`config.mk`:
```
export PLATFORM = sky130hd
export DESIGN_NAME = alu_mdu_seq
export DESIGN_NICKNAME = d
export VERILOG_FILES = /design/src/rtl/alu_mdu_seq.sv
export SDC_FILE = /design/constraint.sdc
export NUM_CORES = 1
export LEC_CHECK = 0
export ABC_AREA = 1
export BUFFER_PORTS_ARGS = -buffer_cell sky130_fd_sc_hd__clkbuf_2
export CAP_MARGIN = 0
export CORE_MARGIN = 1
export CORE_UTILIZATION = 38
export DETAILED_ROUTE_END_ITERATION = 16
export PLACE_DENSITY = 0.61
export SLEW_MARGIN = 20
export SYNTH_ARGS = -nofsm -noshare
export SYNTH_HDL_FRONTEND = slang
export SYNTH_SLANG_ARGS = --single-unit
export TNS_END_PERCENT = 1
```
`constraint.sdc`:
```
create_clock -name clk -period 12.18 [get_ports clk]
set_input_delay 2.436 -clock clk [delete_from_list [all_inputs] [get_ports clk]]
set_output_delay 2.436 -clock clk [all_outputs]
set_load 0.05 [all_outputs]
```
`src/rtl/alu_mdu_seq.sv`:
```
// Execute unit: single-cycle ALU ops plus iterative RV32M multiply/divide behind valid/ready.
// Optional macro ALU_MDU_FAST_ZERO_EN: zero-operand mul and divide-by-zero finish in one clock.
module alu_mdu_seq #(
    parameter int W = 32
) (
    input  logic         clk,
    input  logic         reset_n,
    input  logic         valid_alu_i,
    output logic         ready_alu_o,
    input  logic [W-1:0] opr_a_alu_i,
    input  logic [W-1:0] opr_b_alu_i,
    input  logic [5:0]   op_alu_i,
    output logic         valid_alu_o,
    input  logic         ready_alu_i,
    output logic [W-1:0] res_alu_o,
    output logic         z_alu_o,
    output logic         n_alu_o,
    output logic         busy_alu_o
);
    localparam int CNT_W = $clog2(W) + 1;
    localparam int SH_W  = $clog2(W);

    localparam logic [5:0] ADD_OP  = 6'd0,  SUB_OP    = 6'd1,  SHL_OP   = 6'd2,  LSR_OP  = 6'd3;
    localparam logic [5:0] ASR_OP  = 6'd4,  OR_OP     = 6'd5,  AND_OP   = 6'd6,  NOR_OP  = 6'd7;
    localparam logic [5:0] XOR_OP  = 6'd8,  SLT_OP    = 6'd9,  SLTU_OP  = 6'd10;
    localparam logic [5:0] MUL_OP  = 6'd16, MULH_OP   = 6'd17, MULHSU_OP = 6'd18, MULHU_OP = 6'd19;
    localparam logic [5:0] DIV_OP  = 6'd20, DIVU_OP   = 6'd21, REM_OP   = 6'd22, REMU_OP = 6'd23;

    typedef enum logic [1:0] {IDLE, MUL, DIV, DONE} state_t;

    state_t               state, state_nxt;
    logic [CNT_W-1:0]     cnt;
    logic [W-1:0]         a_q, b_q, hi, lo, hi_nxt, lo_nxt;
    logic [5:0]           op_q;
    logic                 sa, sb, sa_in, fz;
    logic [W-1:0]         b_mag, a_mag_in;
    logic [W:0]           mul_sum, div_sh, div_diff;

    function automatic logic is_mul(input logic [5:0] op);
        return op inside {MUL_OP, MULH_OP, MULHSU_OP, MULHU_OP};
    endfunction

    function automatic logic is_div(input logic [5:0] op);
        return op inside {DIV_OP, DIVU_OP, REM_OP, REMU_OP};
    endfunction

    function automatic logic a_signed(input logic [5:0] op);
        return op inside {MUL_OP, MULH_OP, MULHSU_OP, DIV_OP, REM_OP};
    endfunction

    function automatic logic b_signed(input logic [5:0] op);
        return op inside {MUL_OP, MULH_OP, DIV_OP, REM_OP};
    endfunction

    // {z, n}: n is the overflow-corrected sign of A - B, i.e. signed A < B
    function automatic logic [1:0] flags(input logic [W-1:0] a, input logic [W-1:0] b);
        logic [W-1:0] d;
        logic         ovf;
        d   = a + ~b + 1'b1;
        ovf = (a[W-1] ^ b[W-1]) & (d[W-1] ^ a[W-1]);
        return {d == '0, d[W-1] ^ ovf};
    endfunction

    function automatic logic [W-1:0] alu_single(input logic [5:0] op, input logic [W-1:0] a,
                                                 input logic [W-1:0] b);
        logic signed [W-1:0] as;
        logic [SH_W-1:0]     sh;
        logic [1:0]          f;
        as = a;
        sh = b[SH_W-1:0];
        f  = flags(a, b);
        case (op)
            ADD_OP:  return a + b;
            SUB_OP:  return a + ~b + 1'b1;
            SHL_OP:  return a << sh;
            LSR_OP:  return a >> sh;
            ASR_OP:  return as >>> sh;
            OR_OP:   return a | b;
            AND_OP:  return a & b;
            NOR_OP:  return ~(a | b);
            XOR_OP:  return a ^ b;
            SLT_OP:  return {{(W-1){1'b0}}, f[0]};
            SLTU_OP: return {{(W-1){1'b0}}, a < b};
            default: return '0;
        endcase
    endfunction

    // Sign fix-up of the magnitude result; divide-by-zero values are forced here
    function automatic logic [W-1:0] fin_result(input logic [5:0] op, input logic [W-1:0] hi_v,
                                                 input logic [W-1:0] lo_v, input logic [W-1:0] a_v,
                                                 input logic neg, input logic neg_r,
                                                 input logic b_zero);
        logic [2*W-1:0] prod;
        prod = {hi_v, lo_v};
        if (neg) prod = -prod;
        case (op)
            MUL_OP:                      return prod[W-1:0];
            MULH_OP, MULHSU_OP, MULHU_OP: return prod[2*W-1:W];
            DIV_OP, DIVU_OP:             return b_zero ? '1 : (neg ? -lo_v : lo_v);
            REM_OP, REMU_OP:             return b_zero ? a_v : (neg_r ? -hi_v : hi_v);
            default:                     return '0;
        endcase
    endfunction

    assign sa       = a_signed(op_q) & a_q[W-1];
    assign sb       = b_signed(op_q) & b_q[W-1];
    assign b_mag    = sb ? -b_q : b_q;
    assign sa_in    = a_signed(op_alu_i) & opr_a_alu_i[W-1];
    assign a_mag_in = sa_in ? -opr_a_alu_i : opr_a_alu_i;

    assign mul_sum  = {1'b0, hi} + (lo[0] ? {1'b0, b_mag} : '0);
    assign div_sh   = {hi, lo[W-1]};
    assign div_diff = div_sh - {1'b0, b_mag};

`ifdef ALU_MDU_FAST_ZERO_EN
    assign fz = (is_mul(op_alu_i) && (opr_a_alu_i == '0 || opr_b_alu_i == '0)) ||
                (is_div(op_alu_i) && opr_b_alu_i == '0);
`else
    assign fz = 1'b0;
`endif

    always_comb begin
        hi_nxt = hi;
        lo_nxt = lo;
        if (state == MUL) begin
            hi_nxt = mul_sum[W:1];
            lo_nxt = {mul_sum[0], lo[W-1:1]};
        end else if (state == DIV) begin
            hi_nxt = div_diff[W] ? div_sh[W-1:0] : div_diff[W-1:0];
            lo_nxt = {lo[W-2:0], ~div_diff[W]};
        end
    end

    always_comb begin
        state_nxt = state;
        case (state)
            IDLE: if (valid_alu_i) begin
                if (fz)                       state_nxt = DONE;
                else if (is_mul(op_alu_i))    state_nxt = MUL;
                else if (is_div(op_alu_i))    state_nxt = DIV;
                else                          state_nxt = DONE;
            end
            MUL, DIV: if (cnt == CNT_W'(1)) state_nxt = DONE;
            DONE:     if (ready_alu_i)      state_nxt = IDLE;
            default:                        state_nxt = IDLE;
        endcase
    end

    always_ff @(posedge clk) begin
        if (!reset_n) state <= IDLE;
        else          state <= state_nxt;
    end

    // Control and result registers: cleared by reset so no stale result survives
    always_ff @(posedge clk) begin
        if (!reset_n) begin
            cnt       <= '0;
            res_alu_o <= '0;
            z_alu_o   <= 1'b0;
            n_alu_o   <= 1'b0;
        end else begin
            case (state)
                IDLE: if (valid_alu_i) begin
                    cnt                <= CNT_W'(W);
                    {z_alu_o, n_alu_o} <= flags(opr_a_alu_i, opr_b_alu_i);
                    if (fz)
                        res_alu_o <= is_mul(op_alu_i) ? '0 :
                                     (op_alu_i inside {DIV_OP, DIVU_OP}) ? '1 : opr_a_alu_i;
                    else if (!is_mul(op_alu_i) && !is_div(op_alu_i))
                        res_alu_o <= alu_single(op_alu_i, opr_a_alu_i, opr_b_alu_i);
                end
                MUL, DIV: begin
                    cnt <= cnt - 1'b1;
                    if (cnt == CNT_W'(1))
                        res_alu_o <= fin_result(op_q, hi_nxt, lo_nxt, a_q, sa ^ sb, sa, b_q == '0);
                end
                default: ;
            endcase
        end
    end

    // Operand and iteration datapath: loaded on accept, no reset needed
    always_ff @(posedge clk) begin
        if (state == IDLE) begin
            if (valid_alu_i) begin
                a_q  <= opr_a_alu_i;
                b_q  <= opr_b_alu_i;
                op_q <= op_alu_i;
                hi   <= '0;
                lo   <= a_mag_in;
            end
        end else begin
            hi <= hi_nxt;
            lo <= lo_nxt;
        end
    end

    assign ready_alu_o = (state == IDLE);
    assign valid_alu_o = (state == DONE);
    assign busy_alu_o  = (state == MUL) || (state == DIV);
endmodule

```
* Word-level counts from Yosys, hierarchy flattened
Index checks and enable logic that the tools add are counted.
Storage, ports and cells: flip-flop bits (word level) 176, latch bits 0, bits in writable memories 0, bits in read-only memories 0, input port bits 74, output and inout port bits 37, word-level logic and storage cells 126, memories 0
Operators by class: add/sub/neg operators 11, multipliers 0, divide/modulo/power cells 0, $lt $le $gt $ge 1, equality and inequality tests 34, shift-type cells 3, mux-type cells 31, bitwise logic cells 14, reduce and logical (&&, ||, !) cells 22
Operator list (number):
- $mux 32 | 19
- $pmux 32 s11 | 1
- $neg 32->32 | 4
- $pmux 32 s4 | 1
- $eq 6x5->1 const B | 16
- $add 32x32->32 | 2
- $logic_not 32->1 | 2
- $mux 64 | 1
- $neg 64->64 | 1
- $not 32->32 | 2
- $pmux 32 s2 | 1
- $add 32x32->33 | 1
- $sub 33x32->33 | 1
- $add 32x1->32 const B | 1
- $and 32x32->32 | 1
- $lt 32x32->1 | 1
- $or 32x32->32 | 1
- $shl 32x5->32 | 1
- $shr 32x5->32 | 1
- $sshr 32x5->32 | 1
- $xor 32x32->32 | 1
- $eq 6x3->1 const B | 4
- $eq 6x4->1 const B | 3
- $eq 6x1->1 const B | 2
- 27 further kinds | 47

* Depth between registers and ports, before layout
depth after elaboration 14, mapped depth 50, depth with buffers taken out 50

* Worst setup path after synthesis
Ideal clock, no wire load.
kind input-to-reg, start point input port opr_b_alu_i[2], end point register res_alu_o[31], library setup time 0.122 ns, data arrival time 6.350 ns, required time 12.058 ns, setup slack 5.708 ns, stages 27, buffers on the path 5, cell sequence clkbuf_1 clkinv_1 clkbuf_1 buf_1 clkbuf_1 ha_1 buf_2 inv_1 nand3_1 nand2_1 nand2_1 nand3_1 nand3_1 nand2_1 nand2_1 nand2_1 nand3_1 nand2_1 nand3_1 nand2_1 a311oi_1 fa_1 o2111ai_1 a211oi_1 o2111ai_1 a21oi_1 a21oi_2
On the way: cells in the longest elaborated chain, start to end 7, elaborated cells between the ends (all ways) 11, classes of those cells add/sub (3); shift (3); mux (4); bitwise (1)
Ends and longest elaborated chain:
- start, declared | line 11 | input logic [W-1:0] opr_b_alu_i,
- $not 32->32 | line 74 | SUB_OP: return a + ~b + 1'b1;
- $add 32x32->32 | line 74
- $add 32x1->32 | line 74
- $pmux 32 s11 (*) | line 72 | case (op)
- $mux 32 (*) | line 169 | else if (!is_mul(op_alu_i) && !is_div(op_alu_i))
- $mux 32 (*) | line 163 | IDLE: if (valid_alu_i) begin
- $pmux 32 s2 (*) | line 162 | case (state)
- end signal, assigned | line 167 | res_alu_o <= is_mul(op_alu_i) ? '0 :
- end signal, assigned | line 170 | res_alu_o <= alu_single(op_alu_i, opr_a_alu_i, opr_b_alu_i);
- end signal, assigned | line 175 | res_alu_o <= fin_result(op_q, hi_nxt, lo_nxt, a_q, sa ^ sb, sa, b_q == '0);
- end, declared | line 15 | output logic [W-1:0] res_alu_o,
Mark *: on every way between the ends. The rest lies on a longest branch, timed or not. The select of a mux whose other input is x is not followed. A chain may end at the register's enable or synchronous reset.

* Worst setup path in the final report
start point register b_q[1], end point register res_alu_o[28]
On the way: cells in the longest elaborated chain, start to end 12, elaborated cells between the ends (all ways) 23, classes of those cells add/sub (6); mux (15); bitwise (1); reduce/logical (1)
Ends and longest elaborated chain:
- start, declared | line 33 | logic [W-1:0] a_q, b_q, hi, lo, hi_nxt, lo_nxt;
- start signal, assigned | line 187 | b_q <= opr_b_alu_i;
- $neg 32->32 | line 107 | assign b_mag = sb ? -b_q : b_q;
- $mux 32 | line 107
- $sub 33x32->33 | line 113 | assign div_diff = div_sh - {1'b0, b_mag};
- $mux 32 / $not 1->1 (equally long branches) | line 129, 130
- $mux 32 | line 128 | end else if (state == DIV) begin
- $mux 32 | line 125 | if (state == MUL) begin
- $neg 32->32 (on tied branches) | line 100, 99
- $mux 32 (on tied branches) (2 in a row) | line 100, 99
- $pmux 32 s4 (*) | line 96 | case (op)
- $mux 32 (*) | line 174 | if (cnt == CNT_W'(1))
- $pmux 32 s2 (*) | line 162
Marks and branches as above.

==> flow_summary.json <==
{
  "endpoint_kind": "flop",
  "drt_first_iter_violations": 3066,
  "r2r-end": "res_alu_o[28]$_SDFFE_PN0P_",
  "wl_um": 126000,
  "worst_hold_slack_ns": 0.4805,
  "slew-limit-headroom_pct": 18.26,
  "drive_above_1_share_pct": 8.140,
  "max_clock_freq_ghz": 0.1358,
  "yosysSeqAreaShare_pct": 18.45,
  "dieWidth_um": 265.4,
  "holdBufCountCts": 0,
  "cts_root_buf": "clkbuf_16",
  "grt_pass1_vias": 28760,
  "ff2ff_path_depth": 46,
  "p_leak_nw": 13.44,
  "avgSynthCellArea_um2": 6.011,
  "p_per_area_nw_per_um2": 227.2,
  "post_cts_buffers": 0,
  "critPathLaunch": "b_q[1]$_DFFE_PP_",
  "syn_to_final_growth_pct": 7.051,
  "netlist_instances": 4387,
  "io-pin-count": 111,
  "cp.required_ns": 12.55,
  "cts_resized": 0,
  "grt_use_total_pct": 35.12,
  "synth_seq_cells": 176,
  "place_congestion": 1.075,
  "drtPass1Iterations": 6,
  "hold_depth": 2,
  "core_um2": 68590,
  "netlist_top_cells_area": "nand2_1, edfxtp_1, ha_1",
  "path_clk_slew_ns": 0.08,
  "via_per_inst": 5.723,
  "min_to": "z_alu_o$_SDFFE_PN0P_",
  "period_share_pct": 60.44,
  "power_w": 0.006414,
  "rsz0062_at_grt": "no",
  "hold_path_class": "flop to flop",
  "grt-ovfl-total": 0,
  "synth_edf_count": 134,
  "min_period_ns": 7.362,
  "n_fill_cell": 7639,
  "ys_types": 71,
  "setup_violations": 0,
  "synth_area_um2": 26370,
  "fin_skew_ns": 0.01210,
  "setup_ws_ns": 4.818,
  "yosys.area.top_type": "nand2_1",
  "syn-num-nets": 4638,
  "drv_cap": 0,
  "crit_fanout": 7,
  "portBuffers": 110,
  "timing.rr.start": "b_q[1]$_DFFE_PP_",
  "synthArstFlopShare_pct": 0,
  "num-nets-final": 4624,
  "ys_warn_count": 0,
  "grt_pass1_wl_um": 184300,
  "r2r_slack_ns": 4.82,
  "synth_ff_type": "edfxtp_1",
  "dp_slack_ns": 4.991,
  "multiInputGateArea_um2": 18670,
  "cp.arrival_ns": 7.73,
  "grt_start_max_net_pins": 91,
  "status": "complete, no violations",
  "insertion_delay_ns": 0.47,
  "cts_sinks": 176,
  "seqCellArea_um2": 4865,
  "dp_hpwl_um": 100900,
  "wire_per_inst_um": 23.68,
  "worstMarginPinSlew_ns": 1.213,
  "die_h_um": 265.4,
  "tritoncts": "built",
  "clockBufferDepth": 2,
  "cts_buffers": 17,
  "setup_tns_ns": 0,
  "h-tree-depth": 4,
  "slew_violations": 0,
  "crit_path_frequent_cell": "nand2_1",
  "peakVddDrop_mv": 0.1290,
  "final_antenna_net_count": 0,
  "slowest_delay_ns": 0.41,
  "die-area_um2": 70450,
  "synth.top_cell.area_share_pct": 16.07,
  "start_util_pct": 38.45,
  "cpMaxStageDelayCell": "edfxtp_1",
  "drcViolationCount": 0,
  "vias": 30460,
  "startpoint_type": "flop",
  "hold_violations": 0,
  "antenna_found_initial": 10,
  "min-delay-start": "z_alu_o$_SDFFE_PN0P_",
  "num_rows": 96,
  "crit_type": "flop to flop"
}
==> power breakdown <==
group / switching [W] / internal, W / leakage, nW / total (W)
Combinational: 0.00341 / 0.00130 / 11.5 / 0.00470
Clock: 0.000271 / 0.000299 / 0.279 / 0.000570
Sequential: 0.000215 / 0.000924 / 1.68 / 0.00114
Total: 0.00389 / 0.00252 / 13.4 / 0.00641
==> critical path: cells and delay by family, from the launching register on <==
kind / cells / cell delay (ns)
and+or+nand+nor: 36 / 5.29
adders and majority gates: 2 / 0.54
AOI/OAI and AO/OA: 2 / 0.45
DFF: 1 / 0.41
buffers and inverters: 5 / 0.33
xor gates and xnor gates: 1 / 0.23
==> synthesized netlist by cell type (22+ instances only) <==
cell type,count
a21oi_1,360
clkbuf_1,138
dfxtp_1,42
edfxtp_1,134
ha_1,172
inv_1,520
nand2_1,1129
nand2_2,46
nand3_1,292
nand4_1,41
nor2_1,448
nor3_1,49
o2111ai_1,22
o211ai_1,40
o21ai_0,388
o21ai_1,24
o21bai_1,23
xnor2_1,32
xor2_1,111
==> sequential cells by signal, indices dropped and copies added, names as in the netlist <==
signal	flops
z_alu_o	1
state	2
a_q	32
lo	32
op_q	6
n_alu_o	1
cnt	6
hi	32
b_q	32
res_alu_o	32
==> layout by cell type (no fill, tap or decap), types with 25 or more instances in the layout <==
master / synthesis / routed
a21oi_1: 360 / 359
buf_4: 11 / 44
clkbuf_2: 0 / 110
dfxtp_1: 42 / 42
edfxtp_1: 134 / 134
ha_1: 172 / 169
inv_1: 520 / 519
nand2_1: 1129 / 1129
nand2_2: 46 / 46
nand3_1: 292 / 292
nand4_1: 41 / 41
nor2_1: 448 / 445
nor3_1: 49 / 47
o211ai_1: 40 / 40
o21ai_0: 388 / 387
o21ai_1: 24 / 25
xnor2_1: 32 / 32
xor2_1: 111 / 111
==> metrics by stage <==
stage,instance area (um2),utilization (%),std cells
after floorplan,26370,-,4387
after global placement,27640,40.29,5285
after detailed placement,27640,40.29,5285
after CTS,28220,41.14,5317
after global routing,28230,41.16,5321
final,28230,41.16,5322
==> layer usage <==
layer | share of wire, % | vias up | track usage [%]
li1 | - | 14540 | -
met4 | 8.6 | 2 | 26.48
met2 | 45 | 1467 | 58.19
met3 | 7.4 | 401 | 4.110
met5 | 0.010 | - | 0
met1 | 39 | 14050 | 41.71
==> how the worst max path moves through the flow <==
stage / cells past startpoint / to
after global routing: 46 / res_alu_o[28]$_SDFFE_PN0P_
after detailed placement: 46 / res_alu_o[28]$_SDFFE_PN0P_
after global placement: 46 / res_alu_o[28]$_SDFFE_PN0P_
after floorplan: 27 / res_alu_o[31]$_SDFFE_PN0P_
final: 46 / res_alu_o[28]$_SDFFE_PN0P_
after CTS: 46 / res_alu_o[28]$_SDFFE_PN0P_
==> area by class of cell <==
| type | instances | share of cell area [%] |
|---|---|---|
| diodes | 5 | 0.04432 |
| clock buffers | 21 | 1.631 |
| clock inverters | 11 | 0.4255 |
| inverters | 547 | 7.273 |
| multi-input cells | 3477 | 66.15 |
| flip-flops and latches | 176 | 17.23 |
| well taps | 931 | 4.126 |
| repair buffers | 154 | 3.120 |
==> cells by family after synthesis <==
kind of cell	after synthesis	share of synthesized area [%]
AO/OA/AOI/OAI	1017	22.04
flip-flops	176	18.45
buffers and inverters	734	10.87
AND/OR/NAND/NOR	2127	34.85
adder cells (fa/ha/maj)	177	8.541
multiplexers	13	0.4934
XOR/XNOR	143	4.749
(Power assumes the default switching activity.)
